## src/rtl/io_peripheral.sv

```systemverilog
// Device-side end of the processor byte I/O port: host valid/ready <-> four-phase req/ack, FIFO buffered both ways.
// Latency: host push -> procInDataReady 2 edges; procOutDataReady -> procOutACK/sinkValid 1 edge.
// Backpressure: srcReady low when TX FIFO full; procOutACK withheld while RX FIFO full.

module io_fifo #(
    parameter int W     = 8,
    parameter int DEPTH = 4,
    parameter int CW    = 3
) (
    input  logic          clk,
    input  logic          rst_n,
    input  logic          push_i,
    input  logic          pop_i,
    input  logic [W-1:0]  wdat_i,
    output logic [W-1:0]  rdat_o,
    output logic [CW-1:0] count_o,
    output logic          full_o,
    output logic          empty_o
);
    localparam int AW = (DEPTH > 1) ? $clog2(DEPTH) : 1;

    logic [W-1:0]  mem_q [DEPTH];
    logic [AW-1:0] wr_ptr_q;
    logic [AW-1:0] rd_ptr_q;
    logic [CW-1:0] cnt_q;
    logic          do_push;
    logic          do_pop;

    assign full_o  = (cnt_q == CW'(DEPTH));
    assign empty_o = (cnt_q == '0);
    assign do_push = push_i && !full_o;
    assign do_pop  = pop_i && !empty_o;
    assign rdat_o  = mem_q[rd_ptr_q];
    assign count_o = cnt_q;

    // Storage is cleared on reset so the fall-through head reads 0 when empty.
    always_ff @(posedge clk or negedge rst_n) begin
        if (!rst_n) begin
            for (int i = 0; i < DEPTH; i++) begin
                mem_q[i] <= '0;
            end
            wr_ptr_q <= '0;
            rd_ptr_q <= '0;
            cnt_q    <= '0;
        end else begin
            if (do_push) begin
                mem_q[wr_ptr_q] <= wdat_i;
                wr_ptr_q        <= wr_ptr_q + AW'(1);
            end
            if (do_pop) begin
                rd_ptr_q <= rd_ptr_q + AW'(1);
            end
            case ({do_push, do_pop})
                2'b10:   cnt_q <= cnt_q + CW'(1);
                2'b01:   cnt_q <= cnt_q - CW'(1);
                default: cnt_q <= cnt_q;
            endcase
        end
    end
endmodule

module io_peripheral #(
    parameter int dataWidth = 8,
    parameter int fifoDepth = 4,
    parameter int cntWidth  = 3
) (
    input  logic                 clk,
    input  logic                 reset,
    input  logic [dataWidth-1:0] srcData,
    input  logic                 srcValid,
    output logic                 srcReady,
    output logic [dataWidth-1:0] sinkData,
    output logic                 sinkValid,
    input  logic                 sinkPop,
    output logic [dataWidth-1:0] procIn,
    output logic                 procInDataReady,
    input  logic                 procInACK,
    input  logic [dataWidth-1:0] procOut,
    input  logic                 procOutDataReady,
    output logic                 procOutACK,
    output logic [cntWidth-1:0]  txCount,
    output logic [cntWidth-1:0]  rxCount
);
    typedef enum logic [1:0] {TX_IDLE = 2'd0, TX_REQ = 2'd1, TX_WAIT = 2'd2} tx_state_e;
    typedef enum logic [1:0] {RX_IDLE = 2'd0, RX_ACK = 2'd1} rx_state_e;

    tx_state_e              tx_state_q, tx_state_d;
    rx_state_e              rx_state_q, rx_state_d;
    logic [dataWidth-1:0]   proc_in_q, proc_in_d;
    logic                   in_rdy_q, in_rdy_d;
    logic                   out_ack_q, out_ack_d;

    logic                   tx_pop;
    logic [dataWidth-1:0]   tx_head;
    logic                   tx_full, tx_empty;
    logic                   rx_push;
    logic                   rx_full, rx_empty;

    io_fifo #(.W(dataWidth), .DEPTH(fifoDepth), .CW(cntWidth)) u_tx_fifo (
        .clk     (clk),
        .rst_n   (reset),
        .push_i  (srcValid),
        .pop_i   (tx_pop),
        .wdat_i  (srcData),
        .rdat_o  (tx_head),
        .count_o (txCount),
        .full_o  (tx_full),
        .empty_o (tx_empty)
    );

    io_fifo #(.W(dataWidth), .DEPTH(fifoDepth), .CW(cntWidth)) u_rx_fifo (
        .clk     (clk),
        .rst_n   (reset),
        .push_i  (rx_push),
        .pop_i   (sinkPop),
        .wdat_i  (procOut),
        .rdat_o  (sinkData),
        .count_o (rxCount),
        .full_o  (rx_full),
        .empty_o (rx_empty)
    );

    assign srcReady        = !tx_full;
    assign sinkValid       = !rx_empty;
    assign procIn          = proc_in_q;
    assign procInDataReady = in_rdy_q;
    assign procOutACK      = out_ack_q;

    // The TX head is popped only on ACK, so a byte is never lost if the handshake stalls.
    always_comb begin
        tx_state_d = tx_state_q;
        proc_in_d  = proc_in_q;
        in_rdy_d   = in_rdy_q;
        tx_pop     = 1'b0;
        case (tx_state_q)
            TX_IDLE: begin
                if (!tx_empty) begin
                    proc_in_d  = tx_head;
                    in_rdy_d   = 1'b1;
                    tx_state_d = TX_REQ;
                end
            end
            TX_REQ: begin
                if (procInACK) begin
                    in_rdy_d   = 1'b0;
                    tx_pop     = 1'b1;
                    tx_state_d = TX_WAIT;
                end
            end
            TX_WAIT: begin
                if (!procInACK) begin
                    tx_state_d = TX_IDLE;
                end
            end
            default: begin
                in_rdy_d   = 1'b0;
                tx_state_d = TX_IDLE;
            end
        endcase
    end

    // rx_full is the pre-edge count, so a same-cycle pop frees space only for the next edge.
    always_comb begin
        rx_state_d = rx_state_q;
        out_ack_d  = out_ack_q;
        rx_push    = 1'b0;
        case (rx_state_q)
            RX_IDLE: begin
                if (procOutDataReady && !rx_full) begin
                    rx_push    = 1'b1;
                    out_ack_d  = 1'b1;
                    rx_state_d = RX_ACK;
                end
            end
            RX_ACK: begin
                if (!procOutDataReady) begin
                    out_ack_d  = 1'b0;
                    rx_state_d = RX_IDLE;
                end
            end
            default: begin
                out_ack_d  = 1'b0;
                rx_state_d = RX_IDLE;
            end
        endcase
    end

    always_ff @(posedge clk or negedge reset) begin
        if (!reset) begin
            tx_state_q <= TX_IDLE;
            rx_state_q <= RX_IDLE;
            proc_in_q  <= '0;
            in_rdy_q   <= 1'b0;
            out_ack_q  <= 1'b0;
        end else begin
            tx_state_q <= tx_state_d;
            rx_state_q <= rx_state_d;
            proc_in_q  <= proc_in_d;
            in_rdy_q   <= in_rdy_d;
            out_ack_q  <= out_ack_d;
        end
    end
endmodule

```

## config.mk

```make
export PLATFORM = sky130hd
export DESIGN_NAME = io_peripheral
export DESIGN_NICKNAME = d
export VERILOG_FILES = /design/src/rtl/io_peripheral.sv
export SDC_FILE = /design/constraint.sdc
export NUM_CORES = 1
export LEC_CHECK = 0
export ABC_AREA = 1
export BUFFER_PORTS_ARGS = -buffer_cell sky130_fd_sc_hd__buf_2
export CAP_MARGIN = 25
export CORE_UTILIZATION = 53
export CTS_CLUSTER_SIZE = 12
export DETAILED_ROUTE_END_ITERATION = 6
export PLACE_DENSITY = 0.77
export REMOVE_ABC_BUFFERS = 1
export SLEW_MARGIN = 20
export SYNTH_ARGS = -nofsm -noshare
export SYNTH_HDL_FRONTEND = slang
export SYNTH_SLANG_ARGS = --single-unit
export TNS_END_PERCENT = 5
```

## constraint.sdc

```tcl
create_clock -name clk -period 2 [get_ports clk]
set_clock_uncertainty 0.2 [all_clocks]
set_input_delay 0.2 -clock clk [delete_from_list [all_inputs] [get_ports clk]]
set_output_delay 0.2 -clock clk [all_outputs]
set_load 0.02 [all_outputs]
```

==> results.txt <==
- Nets: 680
* Power per unit of standard cell area: 1660 mW/mm2
* Internal Pwr Total: 4.93 mW
- Final Slew Violations: 0
- TritonCTS clock tree: yes
- Of the total power, combinational logic draws 0.514.
- Library cell contributing the largest single delay on the critical path: sky130_fd_sc_hd__dfrtp_1
- Crit. path cell count: 10
- Data on the critical path arrives at its endpoint at 2070 ps.
* Part of the total power dissipated in the clock network: 0.136
* Unrepaired setup endpoints after global routing: yes
- For this design the total switching power over the nets is 4.23 mW.
- At the pin with the least slew margin, the transition time is 436 ps.
- Traced cell by cell, the critical path runs through inv_2, nor2_4, nand2_2, nor2_4, ha_2, inv_2, fa_2, nand2_2, nand3_2, xor2_2.
- Shortest period the worst path allows: 2000 ps
- Fraction of power spent switching nets: 0.462
* Post-Layout Cell Count: 759
* Family of cells with the greatest summed delay on the critical path: adder cells
* Starting density of the core: 0.545
* Dpl cell area: 0.00501 mm2
* Number of inserted diodes: 0
* CTS buffer count: 9
- For this block, the via count after detailed routing is 4044.
* Leading cell type in the layout, fill and taps excluded: sky130_fd_sc_hd__nand2_1
* Number of I/O pins: 48
- Along the worst path, the maximum fanout reaches 3.
- After synthesis the netlist holds a flip-flop and latch count of 90.
- Total Routing Usage GR: 0.257
* Synth warn: 0
- Min setup slack post-route: -2.34 ps
- In this run the clock root is driven by a sky130_fd_sc_hd__clkbuf_8.
* Violated checks: setup timing
* Number of sinks handled by clock tree synthesis: 90
- Largest cells by area after synthesis: sky130_fd_sc_hd__dfrtp_1, sky130_fd_sc_hd__nand2_1, sky130_fd_sc_hd__nand4_1
* Number of DRC markers in iteration 0: 170
- Worst-skew pair later-pin latency: 370 ps
- Reg2Reg Depth: 10
- Number of levels the H-tree was split into: 3
- Startpoint type of the worst setup path: register
* Critical setup path kind: register to register
- Bufs on Longest Clock Path: 2
* Worst-path clk slew: 110 ps
* Post-layout power: 9.16 mW
* Largest net degree at the start of global routing: 45
* Top library cells by usage in the layout, fill and taps aside: sky130_fd_sc_hd__nand2_1, sky130_fd_sc_hd__dfrtp_1, sky130_fd_sc_hd__nand4_1
- On the worst path, the slowest cell contributes a delay of 380 ps.
- In the finished design, the share of the clock period the worst path needs comes to 1.00.
- Leakage Power: 2.96 nW
- The initial antenna violation count was 0.
* Hold Fails Final Rpt: 0
* Max Clk Rate: 499 MHz
- The via count of the first global-routing pass came to 3886.
* Depth of the worst hold-timing path: 4
- First-pass GRT wire length: 18000 um
- The share of synthesized area in the top cell type comes to 0.476.
- Global routing finished with a remaining overflow of 0.
- The detail route stage leaves a number of antenna-violating nets equal to 0.
* Via count normalized by instance count: 5.33
* Hold/Removal Path Class: input pin to register
- After detailed placement, the design holds a cell count of 717.
- Post-synthesis cell count: 569
- The tool flagged a number of max-cap violations equal to 0.
- Final cell area excluding filler cells: 0.00551 mm2
- Headroom to the max-slew limit came out at 0.709.
* Synthesis-to-layout area growth: 16.4%
* Peak VDD IR: 0.000982 V
* Endpoint kind of the worst setup timing path: register
- The first detailed-routing pass took 5 iterations.
- Detailed placement ended at an HPWL of 7130 um.
- Summed over all instances, the cell type with the most area after synthesis is sky130_fd_sc_hd__dfrtp_1.
- The average instance in the mapped netlist occupies 8.32 um2.
- Synthesis instantiated 23 different standard cells from the library.
- Height of the die: 96.5 um
- The share of total power dissipated in sequential elements is 0.350.
* Worst path buffer plus inverter count: 2
- Sequential area share after synthesis: 0.476
- Routability-driven placement finished with a final weighted congestion of 0.781.
- Wire per inst: 14.7 um
- Wirelength, routed: 11100 um
- Ratio of cells with drive above 1 in the final layout: 0.201
* Cell Area, Synth: 0.00473 mm2
* Fin Hold WS: 36.1 ps
- Port buffering added 47 buffers.
- The flow ran to the end, but the final reports show violations.
- Critical path required time: 2060 ps
- The core region is 0.00868 mm2.
* Residual DRC: 0
- Num rows: 34
- Final setup violation count: 1
* Area of the die: 0.00931 mm2
- OpenSTA, run right after detailed placement, puts the worst setup slack at -74.8 ps.
- The die is 96.5 um wide.
==> tightest hold or removal path, cell delays in order <==
cell	delay, ps
sky130_fd_sc_hd__buf_2	90
sky130_fd_sc_hd__nand2_1	80
sky130_fd_sc_hd__buf_4	130
sky130_fd_sc_hd__xor2_1	60
==> area by class of cell <==
class | instances | area (um2)
clock buffers | 10 | 138
clock inverters | 6 | 56.3
fillers | 759 | 3170
inverters | 58 | 220
multi-input cells | 388 | 2010
flip-flops and latches | 90 | 2250
well taps | 108 | 135
repair buffers | 99 | 698
==> Yosys cell counts <==
library cell	count
sky130_fd_sc_hd__buf_12	4
sky130_fd_sc_hd__buf_2	11
sky130_fd_sc_hd__buf_4	9
sky130_fd_sc_hd__buf_6	9
sky130_fd_sc_hd__dfrtp_1	90
sky130_fd_sc_hd__fa_1	2
sky130_fd_sc_hd__ha_1	10
sky130_fd_sc_hd__inv_1	51
sky130_fd_sc_hd__inv_2	6
sky130_fd_sc_hd__inv_4	1
sky130_fd_sc_hd__nand2_1	216
sky130_fd_sc_hd__nand2_2	1
sky130_fd_sc_hd__nand2_4	1
sky130_fd_sc_hd__nand3_1	27
sky130_fd_sc_hd__nand3_2	2
sky130_fd_sc_hd__nand3_4	5
sky130_fd_sc_hd__nand4_1	64
sky130_fd_sc_hd__nor2_1	21
sky130_fd_sc_hd__nor2_2	2
sky130_fd_sc_hd__o21ai_0	20
sky130_fd_sc_hd__o22ai_1	8
sky130_fd_sc_hd__xnor2_1	3
sky130_fd_sc_hd__xor2_1	6
==> repair_timing <==
| item | 4_1_cts | 5_1_grt |
|---|---|---|
| setup buffers | 3 | 3 |
| pin swaps | 3 | 8 |
| hold endpoints to repair | 162 | 0 |
| endpoints found under the setup margin | 3 | 9 |
| resized for setup | 7 | 17 |
| hold buffers | 20 | 0 |
==> power groups by stage <==
stage / Sequential (mW) / Clock, mW / Combinational [mW]
6_report: 3.20 / 1.25 / 4.71
5_1_grt: 3.30 / 1.34 / 5.31
3_5_place_dp: 3.23 / 0 / 4.44
4_1_cts: 3.19 / 1.28 / 4.56
3_3_place_gp: 3.19 / 0 / 4.31
2_1_floorplan: 3.38 / 0 / 2.72
==> metrics by stage <==
step,utilization,TNS (ps)
after global routing,0.635,-179
final,0.635,-2.34
after global placement,0.577,0
after CTS,0.627,0
after floorplan,-,-7140
after detailed placement,0.577,-108
==> final timing paths <==
kind	startpoint	to	slack, ps
min	sinkPop	u_rx_fifo.rd_ptr_q[0]	40
max in group asynchronous	reset	u_rx_fifo.rd_ptr_q[1]	880
min reg2reg	u_rx_fifo.mem_q[8]	u_rx_fifo.mem_q[8]	280
max reg2reg	tx_state_q[0]	u_tx_fifo.count_o[2]	-2
max	tx_state_q[0]	u_tx_fifo.count_o[2]	-2
min in group asynchronous	reset	procIn[4]	110
==> sequential cells by signal (all words and copies together), names as in the netlist <==
| register | count |
|---|---|
| u_rx_fifo.wr_ptr_q | 2 |
| u_rx_fifo.mem_q | 32 |
| u_tx_fifo.wr_ptr_q | 2 |
| tx_state_q | 2 |
| procIn | 8 |
| u_tx_fifo.mem_q | 32 |
| u_rx_fifo.rd_ptr_q | 2 |
| u_tx_fifo.rd_ptr_q | 2 |
| procInDataReady | 1 |
| u_tx_fifo.count_o | 3 |
| rx_state_q | 1 |
| u_rx_fifo.count_o | 3 |
==> cells by family (layout without fill, tap and decap cells) <==
family                   count (synthesis)  after routing  share of synthesized area
AO/OA/AOI/OAI                           28             28                     0.0317
XOR/XNOR                                 9              9                     0.0167
adder cells (fa/ha/maj)                 12             12                     0.0349
buffers and inverters                   91            173                      0.111
flip-flops                              90             90                      0.476
AND/OR/NAND/NOR                        339            339                      0.330
==> layer usage <==
layer	global-route usage	wire length, um
met3	0.0516	802
met2	0.476	5790
met1	0.296	4400
met4	0.0797	146
met5	0	0
(Power assumes the default switching activity.)
